## src/rtl/core_mem_requester_if.sv

```systemverilog
// core_mem_requester_if: MEM-stage and arbiter-side signals of one core's memory requester
interface core_mem_requester_if;
    logic        mem_valid;
    logic        mem_we;
    logic [31:0] mem_addr;
    logic [31:0] mem_wdata;
    logic        stall;
    logic        done;
    logic        err;
    logic [31:0] load_data;
    logic        core_req;
    logic [31:0] core_addr;
    logic [31:0] core_wdata;
    logic        core_memwrite;
    logic        core_memread;
    logic        core_grant;
    logic [31:0] core_rdata;
    modport master (
        output mem_valid, mem_we, mem_addr, mem_wdata, core_grant, core_rdata,
        input  stall, done, err, load_data, core_req, core_addr, core_wdata, core_memwrite, core_memread
    );
    modport slave (
        input  mem_valid, mem_we, mem_addr, mem_wdata, core_grant, core_rdata,
        output stall, done, err, load_data, core_req, core_addr, core_wdata, core_memwrite, core_memread
    );
endinterface

```

## src/rtl/core_mem_requester.sv

```systemverilog
// core_mem_requester: per-core initiator that registers one load/store and waits for the arbiter grant
// The arbiter-side bus is decoded from state so a lingering grant outside WAIT cannot repeat an access.
module core_mem_requester #(
    parameter int TIMEOUT_CYCLES = 255
) (
    input logic                 clk,
    input logic                 rst,
    core_mem_requester_if.slave bus
);
    typedef enum logic [1:0] {IDLE, WAIT, RESP} state_t;
    state_t      r_state;
    logic [31:0] r_addr;
    logic [31:0] r_wdata;
    logic [31:0] r_load_data;
    logic        r_we;
    logic        r_err;
    logic [15:0] r_cnt;
    logic        w_wait;
    logic        w_timeout;
    assign w_wait    = r_state == WAIT;
    assign w_timeout = TIMEOUT_CYCLES != 0 && int'({16'd0, r_cnt}) + 1 >= TIMEOUT_CYCLES;
    always_ff @(posedge clk or negedge rst) begin
        if (!rst) begin
            r_state     <= IDLE;
            r_addr      <= '0;
            r_wdata     <= '0;
            r_load_data <= '0;
            r_we        <= 1'b0;
            r_err       <= 1'b0;
            r_cnt       <= '0;
        end else begin
            case (r_state)
                IDLE: if (bus.mem_valid) begin
                    if (bus.mem_addr[1:0] == 2'b00) begin
                        r_addr  <= bus.mem_addr;
                        r_wdata <= bus.mem_wdata;
                        r_we    <= bus.mem_we;
                        r_cnt   <= '0;
                        r_state <= WAIT;
                    end else begin
                        r_err   <= 1'b1;
                        r_state <= RESP;
                    end
                end
                WAIT: if (bus.core_grant) begin
                    if (!r_we) r_load_data <= bus.core_rdata;
                    r_cnt   <= '0;
                    r_state <= RESP;
                end else if (w_timeout) begin
                    r_err       <= 1'b1;
                    r_load_data <= '0;
                    r_cnt       <= '0;
                    r_state     <= RESP;
                end else if (r_cnt != 16'hFFFF) begin
                    r_cnt <= r_cnt + 16'd1;
                end
                default: begin
                    r_err   <= 1'b0;
                    r_state <= IDLE;
                end
            endcase
        end
    end
    assign bus.stall         = w_wait || (r_state == IDLE && bus.mem_valid);
    assign bus.done          = r_state == RESP;
    assign bus.err           = r_err;
    assign bus.load_data     = r_load_data;
    assign bus.core_req      = w_wait;
    assign bus.core_addr     = w_wait ? r_addr : '0;
    assign bus.core_wdata    = w_wait ? r_wdata : '0;
    assign bus.core_memwrite = w_wait && r_we;
    assign bus.core_memread  = w_wait && !r_we;
endmodule
```

## src/flat_wrapper.sv

```systemverilog
// flat-port wrapper written by rule: the top's interface ports become plain ports
module core_mem_requester_flat 
#(
    parameter int TIMEOUT_CYCLES = 255
)
  (clk, rst, bus_mem_valid, bus_mem_we, bus_mem_addr, bus_mem_wdata, bus_core_grant, bus_core_rdata, bus_stall, bus_done, bus_err, bus_load_data, bus_core_req, bus_core_addr, bus_core_wdata, bus_core_memwrite, bus_core_memread);
  core_mem_requester_if bus_i ();
  input logic clk;
  input logic rst;
  input wire logic [$bits(bus_i.mem_valid)-1:0] bus_mem_valid;
  input wire logic [$bits(bus_i.mem_we)-1:0] bus_mem_we;
  input wire logic [$bits(bus_i.mem_addr)-1:0] bus_mem_addr;
  input wire logic [$bits(bus_i.mem_wdata)-1:0] bus_mem_wdata;
  input wire logic [$bits(bus_i.core_grant)-1:0] bus_core_grant;
  input wire logic [$bits(bus_i.core_rdata)-1:0] bus_core_rdata;
  output wire logic [$bits(bus_i.stall)-1:0] bus_stall;
  output wire logic [$bits(bus_i.done)-1:0] bus_done;
  output wire logic [$bits(bus_i.err)-1:0] bus_err;
  output wire logic [$bits(bus_i.load_data)-1:0] bus_load_data;
  output wire logic [$bits(bus_i.core_req)-1:0] bus_core_req;
  output wire logic [$bits(bus_i.core_addr)-1:0] bus_core_addr;
  output wire logic [$bits(bus_i.core_wdata)-1:0] bus_core_wdata;
  output wire logic [$bits(bus_i.core_memwrite)-1:0] bus_core_memwrite;
  output wire logic [$bits(bus_i.core_memread)-1:0] bus_core_memread;
  assign bus_i.mem_valid = bus_mem_valid;
  assign bus_i.mem_we = bus_mem_we;
  assign bus_i.mem_addr = bus_mem_addr;
  assign bus_i.mem_wdata = bus_mem_wdata;
  assign bus_i.core_grant = bus_core_grant;
  assign bus_i.core_rdata = bus_core_rdata;
  assign bus_stall = bus_i.stall;
  assign bus_done = bus_i.done;
  assign bus_err = bus_i.err;
  assign bus_load_data = bus_i.load_data;
  assign bus_core_req = bus_i.core_req;
  assign bus_core_addr = bus_i.core_addr;
  assign bus_core_wdata = bus_i.core_wdata;
  assign bus_core_memwrite = bus_i.core_memwrite;
  assign bus_core_memread = bus_i.core_memread;
  core_mem_requester #(.TIMEOUT_CYCLES(TIMEOUT_CYCLES)) u_core (.clk(clk), .rst(rst), .bus(bus_i));
endmodule
```

## config.mk

```make
export PLATFORM = sky130hd
export DESIGN_NAME = core_mem_requester_flat
export DESIGN_NICKNAME = d
export VERILOG_FILES = /design/src/rtl/core_mem_requester_if.sv /design/src/rtl/core_mem_requester.sv /design/src/flat_wrapper.sv
export SDC_FILE = /design/constraint.sdc
export NUM_CORES = 1
export LEC_CHECK = 0
export ABC_AREA = 1
export CAP_MARGIN = 20
export CELL_PAD_IN_SITES_DETAIL_PLACEMENT = 1
export CELL_PAD_IN_SITES_GLOBAL_PLACEMENT = 1
export CORE_ASPECT_RATIO = 0.9
export CORE_MARGIN = 2
export CORE_UTILIZATION = 34
export DETAILED_ROUTE_END_ITERATION = 6
export GPL_TIMING_DRIVEN = 0
export HOLD_SLACK_MARGIN = 0.05
export MAX_ROUTING_LAYER = met4
export PLACE_DENSITY = 0.85
export SLEW_MARGIN = 20
export SYNTH_ARGS = -nofsm -noshare
export SYNTH_HDL_FRONTEND = slang
export SYNTH_SLANG_ARGS = --single-unit
```

## constraint.sdc

```tcl
create_clock -name clk -period 3.3 [get_ports clk]
set_input_delay 0.495 -clock clk [delete_from_list [all_inputs] [get_ports clk]]
set_output_delay 0.495 -clock clk [all_outputs]
set_load 0.05 [all_outputs]
```

* Word-level counts from Yosys, hierarchy flattened *
Cells that the tools add are included.

operators by class
  equal/unequal tests = 11
  reductions and logical operators = 14
  muxes and demuxes = 21
  $add $sub $neg = 2
  order comparisons = 1

operator list
  kind                                                    count
  two-way mux 32 bit                                      5
  two-way mux 16 bit                                      5
  >= comparator 32 x 9 -> 1 bit (second input constant)   1
  case mux 16 bit (2 select lines)                        1
  adder 16 x 1 -> 17 bit (second input constant)          1
  adder 16 x 1 -> 16 bit (second input constant)          1
  inequality test 16 bit (second input constant)          1
  inequality test 2 bit (second input constant)           5
  two-way mux 2 bit                                       4
  AND reduction 4 bit                                     2
  AND reduction 3 bit                                     2
  logical NOT 2 bit                                       2
  two-way mux 1 bit                                       4
  inequality test 4 bit (second input constant)           1
  case mux 2 bit (2 select lines)                         1
  nonzero test 2 bit                                      2
  logical AND 1 bit                                       3
  inequality test 3 bit (second input constant)           1
  equality test 2 x 1 -> 1 bit (second input constant)    1
  equality test 2 bit (second input constant)             1
  inequality test 2 x 1 -> 1 bit (second input constant)  1
  case mux 1 bit (2 select lines)                         1
  AND reduction 2 bit                                     1
  logical NOT 1 bit                                       1
  logical OR 1 bit                                        1

word-level totals
  register bits = 116
  word-level logic and storage cells = 56
  output and inout bits = 102
  bits of input ports = 101

* Depth between registers and ports, before layout *
  depth after elaboration = 5
  depth in mapped cells = 15
  depth with buffers taken out = 15

* Least setup slack after synthesis *
No wires, ideal clock.

  path type = register -> output
  from = register u_core.r_state[0]
  to = output bus_core_addr[0]
  path slack = 0.322 ns
  arrival = 2.483 ns
  path buffers = 2
  required time = 2.805 ns
  cell stages (with the launch flop) = 7
  cell sequence = dfrtp_1 inv_1 nor2_1 inv_1 clkbuf_1 clkbuf_1 nor2_1

between the ends
  longest elaborated chain between the ends = 2

RTL lines
  what                          RTL line                  source
  from (decl)                   core_mem_requester.sv:11  state_t r_state;
  from (signal assigned)        core_mem_requester.sv:24  r_state <= IDLE;
  from (signal assigned)        core_mem_requester.sv:39  r_state <= WAIT;
  from (signal assigned)        core_mem_requester.sv:42  r_state <= RESP;
  equality test 2 x 1 -> 1 bit  core_mem_requester.sv:20  assign w_wait = r_state == WAIT;
  via bus_core_req              flat_wrapper.sv:20        output wire logic [$bits(bus_i.core_req)-1:0] bus_core_req;
  two-way mux 32 bit            core_mem_requester.sv:69  assign bus.core_addr = w_wait ? r_addr : '0;
  to (decl)                     flat_wrapper.sv:21        output wire logic [$bits(bus_i.core_addr)-1:0] bus_core_addr;

The timed path passes the listed nets, and every way through them passes these cells.

* Final worst setup path *
  from = register u_core.r_state[0]
  to = output bus_core_wdata[8]

between the ends
  longest elaborated chain between the ends = 2

RTL lines
  what                          RTL line                  source
  equality test 2 x 1 -> 1 bit  core_mem_requester.sv:20
  two-way mux 32 bit            core_mem_requester.sv:70  assign bus.core_wdata = w_wait ? r_wdata : '0;
  to (decl)                     flat_wrapper.sv:22        output wire logic [$bits(bus_i.core_wdata)-1:0] bus_core_wdata;

Every way passes these cells.

==> impl_metrics.json <==
{
  "dominant_combinational_cell_family_by_area_after_synthesis": "simple AND/OR/NAND/NOR gates",
  "fraction_of_the_mapped_netlist_area_in_compound_gates": 0.0624,
  "detailedPlacementHpwl_um": 13100,
  "grt_max_degree": 72,
  "areaGrowthSynthToFinish_pct": 50.1,
  "internal_power_mw": 3.81,
  "antenna-diode-count": 0,
  "synth_enable_flop_cells": 0,
  "yosys.area.top_type": "sky130_fd_sc_hd__dfrtp_1",
  "finalClockSkew_ns": 0.00666,
  "finalInstanceArea_um2": 8310,
  "synth-xor-area-share": 0.00158,
  "die_area_um2": 17300,
  "synthesis.yosys.warnings": 0,
  "slew-limit-headroom": 0.524,
  "total_leakage_power_nw": 4.13,
  "critical_path_peak_fanout": 10,
  "ir_worst_vdd_uv": 553,
  "timing.critical_path.from_type": "register",
  "final_setup_margin_ns": 0.229,
  "clkTransAtPathRegs_ns": 0.06,
  "wire_length_of_the_first_global_routing_pass_um": 29200,
  "route.final.wire_length_um": 17600,
  "synth.net_count": 782,
  "cts_setup_buffers": 0,
  "switching_share": 0.384,
  "floorplan.rows": 44,
  "area_of_the_core_region_um2": 16000,
  "postRouteAntennaNets": 0,
  "cts_made_buffers": 17,
  "seq_area_frac_synth": 0.524,
  "worst_hold_startpoint": "u_core.bus.err",
  "ys_seq_elements": 116,
  "number_of_antenna_violations_at_the_first_check_in_global_routing": 0,
  "power_density_nw_per_um2": 745,
  "overall_fraction_of_global_route_tracks_in_use": 0.219,
  "finalMaxSlewViolations": 0,
  "maxCapViolations": 0,
  "r2r_cells": 7,
  "die_x_um": 138,
  "global_route.overflow_total": 0,
  "max_slew.worst_pin.slew_ns": 0.712,
  "ff2ff_setup_slack_ns": 1.05,
  "detail_route.first_pass.iterations": 4,
  "via_count": 5214,
  "period_share": 0.931,
  "setup_viol_count_final": 0,
  "drt_iter0_markers": 226,
  "muxShareOfSynthArea": 0,
  "final_cell_mix": "194 x sky130_fd_sc_hd__nand2_1, 143 x sky130_fd_sc_hd__clkdlybuf4s50_1, 116 x sky130_fd_sc_hd__dfrtp_1",
  "fin_crit_ns": 3.07,
  "crit-reg2reg-capture": "u_core.r_cnt[9]",
  "max_freq_mhz": 326,
  "worst-setup-path-type": "register to primary output",
  "hold_viol_final": 0,
  "hold_path_depth": 2,
  "cts_max_path_buffers": 2,
  "post_synth_main_area_contributors": "sky130_fd_sc_hd__dfrtp_1 52%, sky130_fd_sc_hd__nand2_1 13%, sky130_fd_sc_hd__inv_1 6.5%",
  "timing.hold.worst_endpoint": "u_core.bus.err",
  "net-switching-power_mw": 2.38,
  "crit_arrival_ns": 2.58,
  "port_buffers": 202,
  "layout_nets": 1005,
  "post_synth.cell_area_avg_um2": 8.15,
  "htree_levels": 4,
  "floorplan.die.height_um": 125,
  "timing.hold.worst.class": "register to register",
  "post_drt_wl_per_cell_um": 15.7,
  "worst_r2r_startpoint": "u_core.r_state[0]",
  "io-pin-count": 203,
  "tns_ns": 0,
  "clk_latency_ns": 0.42,
  "post_synth_fa_ha_maj_area_fraction": 0.00452,
  "layout.cells.most_common": "sky130_fd_sc_hd__nand2_1",
  "power.share.clock": 0.306,
  "end_kind": "primary output",
  "drive_gt1_frac": 0.132,
  "run_status": "complete, no violations",
  "cts-root-buf": "sky130_fd_sc_hd__clkbuf_16",
  "netlist_area_um2": 5540,
  "netlist.area_leader.share": 0.524,
  "comb_power_share": 0.357,
  "power.sequential.fraction": 0.337,
  "vias_per_cell": 4.65,
  "gp_routability_congestion": 0.826,
  "postSynth.topFlopCell": "sky130_fd_sc_hd__dfrtp_1",
  "utilization": 0.519,
  "yosysUniqueCellTypes": 26,
  "dpl_worst_slack_ns": 0.122,
  "cts_tree": "done",
  "dpl_cell_area_um2": 7850,
  "required_time_of_the_critical_path_ns": 2.80,
  "clock_sink_count": 116,
  "via_count_of_the_first_global_routing_pass": 5671,
  "totalPowerFinal_mw": 6.19,
  "detail_route.drc_violations": 0,
  "synth-simple-area-share": 0.305,
  "start_util": 0.346,
  "ys_async_sr_fraction": 1.00,
  "synth_cells": 679
}
cells by family (layout without fill, tap and decap cells):
kind of cell | after synthesis | after routing
AO/OA/AOI/OAI | 68 | 68
XOR/XNOR | 1 | 1
adder cells (fa/ha/maj) | 2 | 2
buffers and inverters | 129 | 365
flip-flops | 116 | 116
AND/OR/NAND/NOR | 363 | 363
power groups by stage:
stage                     registers [mW]  logic (mW)  clock network [mW]
final                               2.08        2.21                1.90
after detailed placement            2.11        2.25                   0
after CTS                           2.09        2.24                1.93
after floorplan                     2.80       0.678                   0
after global placement              2.08        2.19                   0
after global routing                2.14        2.36                2.00
synthesized netlist by cell type, types with 2 or more instances:
cell type and count:
sky130_fd_sc_hd__nor3_1 3, sky130_fd_sc_hd__dfrtp_1 116, sky130_fd_sc_hd__nand3_2 32, sky130_fd_sc_hd__nor2_2 4, sky130_fd_sc_hd__o21ai_0 65, sky130_fd_sc_hd__nand2_1 194, sky130_fd_sc_hd__inv_1 96, sky130_fd_sc_hd__buf_12 3
sky130_fd_sc_hd__nand4_1 5, sky130_fd_sc_hd__nor2_1 92, sky130_fd_sc_hd__clkbuf_1 20, sky130_fd_sc_hd__inv_2 3, sky130_fd_sc_hd__nand2_2 3, sky130_fd_sc_hd__nand3b_1 5, sky130_fd_sc_hd__clkbuf_8 3, sky130_fd_sc_hd__buf_2 3
sky130_fd_sc_hd__nand3_1 20, sky130_fd_sc_hd__ha_1 2, sky130_fd_sc_hd__nor2_4 3
worst max-delay path by stage:
stage | start | end | depth (start not counted)
after CTS | u_core.r_state[0] | bus_core_addr[31] | 6
after floorplan | u_core.r_state[0] | bus_core_addr[0] | 6
final | u_core.r_state[0] | bus_core_wdata[8] | 6
after detailed placement | u_core.r_state[0] | bus_core_addr[30] | 7
after global placement | rst | u_core.bus.load_data[3] | 1
after global routing | u_core.r_state[0] | bus_core_wdata[8] | 6
stage by stage:
stage / hold WS [ns] / std cells
floorplan: 0.199 / 679
global placement: 0.454 / 1088
detailed placement: 0.462 / 1089
CTS: 0.486 / 1122
global route: 0.527 / 1122
finish: 0.479 / 1122
state kept, by name, indices dropped and copies added (netlist names):
signal and cells:
u_core.r_state 2, u_core.r_cnt 16, u_core.r_wdata 32, u_core.bus.err 1, u_core.bus.load_data 32, u_core.r_we 1
u_core.r_addr 32
worst max-delay path, stage by stage, from the launching register on:
cell                              delay (ns)
sky130_fd_sc_hd__dfrtp_1                0.41
sky130_fd_sc_hd__inv_1                  0.06
sky130_fd_sc_hd__nor2_1                 0.25
sky130_fd_sc_hd__inv_1                  0.19
sky130_fd_sc_hd__clkbuf_1               0.26
sky130_fd_sc_hd__nor2_1                 0.16
sky130_fd_sc_hd__clkdlybuf4s50_1        0.82
final cells by class:
class / instances / area, um^2
inverter: 99 / 372
clock buffer: 20 / 447
multi-input combinational: 434 / 2070
timing repair buffer: 204 / 1910
sequential: 116 / 2900
buffer: 30 / 198
clock inverter: 12 / 155
fill: 1917 / 7710
tap: 207 / 259
what timing repair did:
item,in CTS,in global routing
resized for setup,54,70
hold buffers,1,0
endpoints found under the setup margin,50,58
endpoints found under the hold margin,45,0
layer usage:
layer | part of all wire | vias to the layer above | routed length (um) | GRT usage
met4 | 0.015 | 0 | 269 | 0.0624
met5 | 0 | - | 0 | -
met3 | 0.065 | 28 | 1150 | 0.0712
met2 | 0.49 | 144 | 8650 | 0.363
li1 | - | 2521 | - | -
met1 | 0.43 | 2521 | 7580 | 0.256
Power figures use the tool's default switching activity.
